## src/rtl/regfile_param_clr.sv

```systemverilog
// Parameterised integer register file: two registered read ports, one write port,
// and a clear sequencer that zeroes every entry after reset or on clear_req.
// Optional write-to-read forwarding is enabled by defining RF_BYPASS_EN.
module regfile_param_clr #(
  parameter int unsigned XLEN     = 64,
  parameter int unsigned ADDR_W   = 5,
  parameter int unsigned ZERO_REG = 1
) (
  input  logic              clk,
  input  logic              reset,
  input  logic [ADDR_W-1:0] rs1,
  input  logic [ADDR_W-1:0] rs2,
  input  logic [ADDR_W-1:0] rd,
  input  logic [XLEN-1:0]   write_data,
  input  logic              reg_write,
  input  logic              clear_req,
  output logic [XLEN-1:0]   readdata1,
  output logic [XLEN-1:0]   readdata2,
  output logic              busy
);

  localparam int unsigned       DEPTH    = 1 << ADDR_W;
  localparam logic [ADDR_W-1:0] LAST_PTR = ADDR_W'(DEPTH - 1);
  localparam bit                ZERO_EN  = (ZERO_REG != 0);

  typedef enum logic {
    ST_CLEAR = 1'b0,
    ST_RUN   = 1'b1
  } state_t;

  state_t            state_q, state_d;
  logic [ADDR_W-1:0] clr_ptr_q, clr_ptr_d;
  logic              busy_d;
  logic [XLEN-1:0]   rdata1_d, rdata2_d;

  logic [XLEN-1:0]   regs [DEPTH];
  logic              arr_we;
  logic [ADDR_W-1:0] arr_waddr;
  logic [XLEN-1:0]   arr_wdata;

  logic              wr_ok;
  logic [XLEN-1:0]   rv1, rv2;

  function automatic logic is_zero_reg(input logic [ADDR_W-1:0] a);
    return ZERO_EN && (a == '0);
  endfunction

  assign wr_ok = reg_write && !is_zero_reg(rd);

  // Read value selection; the hardwired-zero check overrides forwarding.
  always_comb begin : read_mux
    rv1 = regs[rs1];
    rv2 = regs[rs2];
`ifdef RF_BYPASS_EN
    if (wr_ok && (rd == rs1)) rv1 = write_data;
    if (wr_ok && (rd == rs2)) rv2 = write_data;
`endif
    if (is_zero_reg(rs1)) rv1 = '0;
    if (is_zero_reg(rs2)) rv2 = '0;
  end

  // Next-state, clear sequencing and registered-output values.
  always_comb begin : fsm_comb
    state_d   = state_q;
    clr_ptr_d = clr_ptr_q;
    busy_d    = 1'b0;
    rdata1_d  = '0;
    rdata2_d  = '0;
    arr_we    = 1'b0;
    arr_waddr = rd;
    arr_wdata = write_data;
    unique case (state_q)
      ST_CLEAR: begin
        arr_we    = 1'b1;
        arr_waddr = clr_ptr_q;
        arr_wdata = '0;
        clr_ptr_d = clr_ptr_q + 1'b1;
        if (clr_ptr_q == LAST_PTR) begin
          state_d = ST_RUN;
        end else begin
          busy_d = 1'b1;
        end
      end
      ST_RUN: begin
        arr_we   = wr_ok;
        rdata1_d = rv1;
        rdata2_d = rv2;
        if (clear_req) begin
          state_d   = ST_CLEAR;
          clr_ptr_d = '0;
          busy_d    = 1'b1;
        end
      end
      default: begin
        state_d   = ST_CLEAR;
        clr_ptr_d = '0;
        busy_d    = 1'b1;
      end
    endcase
  end

  // State and output registers with synchronous active-low reset.
  always_ff @(posedge clk) begin
    if (!reset) begin
      state_q   <= ST_CLEAR;
      clr_ptr_q <= '0;
      busy      <= 1'b1;
      readdata1 <= '0;
      readdata2 <= '0;
    end else begin
      state_q   <= state_d;
      clr_ptr_q <= clr_ptr_d;
      busy      <= busy_d;
      readdata1 <= rdata1_d;
      readdata2 <= rdata2_d;
    end
  end

  // Storage array; contents are left untouched on a reset edge.
  always_ff @(posedge clk) begin
    if (reset && arr_we) begin
      regs[arr_waddr] <= arr_wdata;
    end
  end

endmodule

```

## config.mk

```make
export PLATFORM = sky130hd
export DESIGN_NAME = regfile_param_clr
export DESIGN_NICKNAME = d
export VERILOG_FILES = /design/src/rtl/regfile_param_clr.sv
export SDC_FILE = /design/constraint.sdc
export NUM_CORES = 2
export LEC_CHECK = 0
export CAP_MARGIN = 20
export CORE_AREA = 2 2 406 408
export CTS_BUF_LIST = sky130_fd_sc_hd__clkbuf_16
export DETAILED_ROUTE_END_ITERATION = 12
export DIE_AREA = 0 0 408 410
export PLACE_DENSITY = 0.78
export SLEW_MARGIN = 20
export SYNTH_ARGS = -nofsm -noshare
export SYNTH_HDL_FRONTEND = slang
export SYNTH_SLANG_ARGS = --single-unit
```

## constraint.sdc

```tcl
create_clock -name clk -period 5.8 [get_ports clk]
set_input_delay 0.87 -clock clk [delete_from_list [all_inputs] [get_ports clk]]
set_output_delay 0.87 -clock clk [all_outputs]
set_load 0.05 [all_outputs]
```

==> qor.yml <==
global_route:
  gr-max-usage-layer: "met2"
  first_global_vias: 57380
  grtUsageTotal: 0.3468
  grt.overflow.total: 0
  antenna_found_initial: 8
  met1_usage: 0.4775
  grt_pass1_wl_um: 411900
  grt_util_met3: 0.1006
  grt_max_degree: 144
  use_met2: 0.5267
timing:
  fin_ws_ns: 2.147
  hold_viol: 0
  drv_slew: 0
  rsz0062_at_grt: "false"
  fin_crit_ns: 3.653
  timing.slew.headroom: 0.1798
  fin_crit_sh: 0.6299
  finalClockSkew_ns: 0.04508
  finalSetupTns_ns: 0
  max_freq_mhz: 273.7
  setup_viol: 0
  tightestPinTransition_ns: 1.230
cts:
  cts_num_sinks: 2183
  cts_tree: "yes"
  clk_latency_ns: 0.89
  numCtsBuffers: 213
  htreeDepth: 4
  cts_setup_buffers: 0
  clkSlewWorstSetupHoldPaths_ns: 0.07
  cts_resized: 0
  cts.hold.buffers_added: 0
  cts_root_buffer: "clkbuf_16"
  cts_max_path_buffers: 3
yosys:
  synth_seq_cells: 2183
  syn-num-nets: 5129
  syn_area_um2: 98760
  ys.flop_type: "edfxtp_1"
  yosys.cell_types.count: 56
  synth-edff-count: 2048
  syn_avg_cell_area_um2: 19.58
  yosysWarnings: 0
  synth-seq-area-share: 0.6501
  async_flop_share: 0
  netlist_instances: 5044
job:
  cap_violations: 0
critical_path:
  crit_type: "flip-flop to flip-flop"
  worst_setup_path_end_kind: "flip-flop"
  path_max_fanout: 67
  critPathArrivalTime_ns: 4.21
  start_kind: "flip-flop"
  r2r.worst_path.cells: 5
  r2r_end: "regs[31][42]"
  reg2reg_slack_ns: 2.15
  r2r_start: "state_q"
  cp.required_ns: 6.36
worst_hold_path:
  hp-start: "rs2[4]"
  min_path_cells: 2
  hold_end: "readdata2[51]"
  hold_class: "input pin to flip-flop"
die:
  num_rows: 149
  dieArea_um2: 167300
  fp.coreArea_um2: 163500
  initial_utilization: 0.6040
  die_w_um: 408
  fp.dieH_um: 410
  io_pins: 212
power:
  power_density_nw_per_um2: 299.6
  leakage_nw: 35.67
  ir_worst_vdd_mv: 0.3410
placed_design:
  pre_cts_slack_ns: 1.586
  finalWeightedCongestion: 0.8490
  place_area_um2: 103300
  hpwl_um: 161500
  place.port_buffers: 211
run_status:
  status: "complete, no violations"
detailed_routing:
  drtPass1Iterations: 6
  wl_um: 290400
  wl_per_cell_um: 38.17
  vias: 57640
  route.antenna.remaining_nets: 0
  drt_iter0_drc: 9423
  viasPerCell: 7.577
  drcViolationCount: 0
layout:
  postLayoutCellArea_um2: 110400
  n_fill_cell: 10220
  drive_gt1_frac: 0.2658
  syn_to_final_growth_pct: 11.77
  final_nets: 5310
how the worst max path moves through the flow:
stage	from	endpoint	cells after the start
detailed placement	reset	regs[31][34]	6
global route	state_q	regs[31][40]	5
global placement	reset	regs[31][40]	6
finish	state_q	regs[31][42]	5
floorplan	reset	regs[26][0]	5
CTS	state_q	regs[31][40]	5
cell usage after synthesis, drive strengths merged (26+ instances only):
cell	count	area, um2
a211oi	43	322.8
o22a	65	569.3
and2	66	412.9
mux2	32	360.4
nand2	177	664.4
dfxtp	135	2703
o221ai	86	753.2
nor2	50	190.2
mux4	843	19050
a22oi	96	720.7
or2	34	212.7
buf	269	1867
a221oi	43	407.9
mux2i	663	6636
a41oi	43	376.6
nor2b	47	294.0
clkbuf	135	510.5
a21oi	26	130.1
edfxtp	2048	61500
cell usage in the layout, fill, tap and decap left out, types with 9 or more instances in the layout:
master / synthesis / routed
o221ai_1: 86 / 86
dfxtp_1: 135 / 134
edfxtp_1: 2048 / 2048
a2111oi_0: 10 / 9
o21ai_0: 14 / 14
a21oi_1: 26 / 26
clkinv_1: 0 / 52
nor2b_1: 47 / 43
clkbuf_16: 0 / 216
nor3_1: 15 / 14
mux2i_1: 663 / 663
buf_12: 5 / 45
bufinv_16: 0 / 22
nand4_1: 12 / 12
and2_1: 66 / 41
a31oi_1: 10 / 10
mux4_1: 18 / 18
o32a_1: 20 / 20
inv_1: 5 / 56
nor2_1: 49 / 15
and2_2: 0 / 24
a41o_1: 20 / 20
a22oi_1: 96 / 96
buf_8: 10 / 9
clkinvlp_4: 0 / 9
a41oi_1: 43 / 43
mux4_2: 825 / 825
clkdlybuf4s50_1: 0 / 202
a211oi_1: 43 / 42
or2_2: 34 / 34
a221oi_1: 38 / 38
mux2_2: 32 / 32
nor2_4: 0 / 34
buf_4: 47 / 111
clkinv_2: 0 / 40
o22a_1: 65 / 65
nand2_1: 177 / 176
power breakdown:
group	switching [mW]	internal [mW]	total (mW)	leakage, nW
registers	0.0416	17.1	17.1	19.3
clock network	6.10	7.75	13.8	3.59
logic	1.16	0.966	2.13	12.7
total	7.30	25.8	33.1	35.7
through the flow:
stage	power, mW	hold slack (ns)	utilization	cells
2_1_floorplan	18.96	0.4934	-	5044
3_3_place_gp	19.50	0.5307	0.6319	7195
3_5_place_dp	19.53	0.5469	0.6321	7197
4_1_cts	33.08	0.4802	0.6747	7601
5_1_grt	33.73	0.5023	0.6751	7603
6_report	33.08	0.5501	0.6751	7607
sequential cells by signal, indices dropped and copies added, names as in the netlist:
name       count
readdata2     64
readdata1     64
regs        2048
state_q        1
busy           1
clr_ptr_q      5
metal layers:
layer | vias to the layer above | wire, um
met1 | 30010 | 101200
met2 | 4914 | 134400
met5 | - | 43
met3 | 738 | 41610
met4 | 6 | 13110
li1 | 21960 | -
critical path: stages, from the launching register on:
cell and delay (ns):
dfxtp_4 0.91, nand3_1 0.21, a21oi_1 0.26, nand2_1 0.49, nor2_4 1.09, buf_12 0.33
cell type report:
cell class | instances | area (um2) | area share
well taps | 2189 | 2739 | 0.02481
clock inverters | 188 | 1568 | 0.01420
inverters | 5 | 18.77 | 0.0001700
flip-flops and latches | 2183 | 64210 | 0.5817
clock buffers | 216 | 5405 | 0.04897
diodes | 4 | 10.01 | 0.00009068
repair buffers | 370 | 3925 | 0.03556
multi-input cells | 2452 | 32510 | 0.2945
cells by family after synthesis:
| kind of cell | after synthesis | synth area share |
|---|---|---|
| buffers and inverters | 409 | 0.02426 |
| and+or+nand+nor | 424 | 0.02107 |
| muxes | 1538 | 0.2638 |
| xor gates and xnor gates | 1 | 0.00008870 |
| AOI/OAI and AO/OA | 487 | 0.04045 |
| adders and majority gates | 2 | 0.0002533 |
| DFF | 2183 | 0.6501 |
Power figures use the tool's default switching activity.
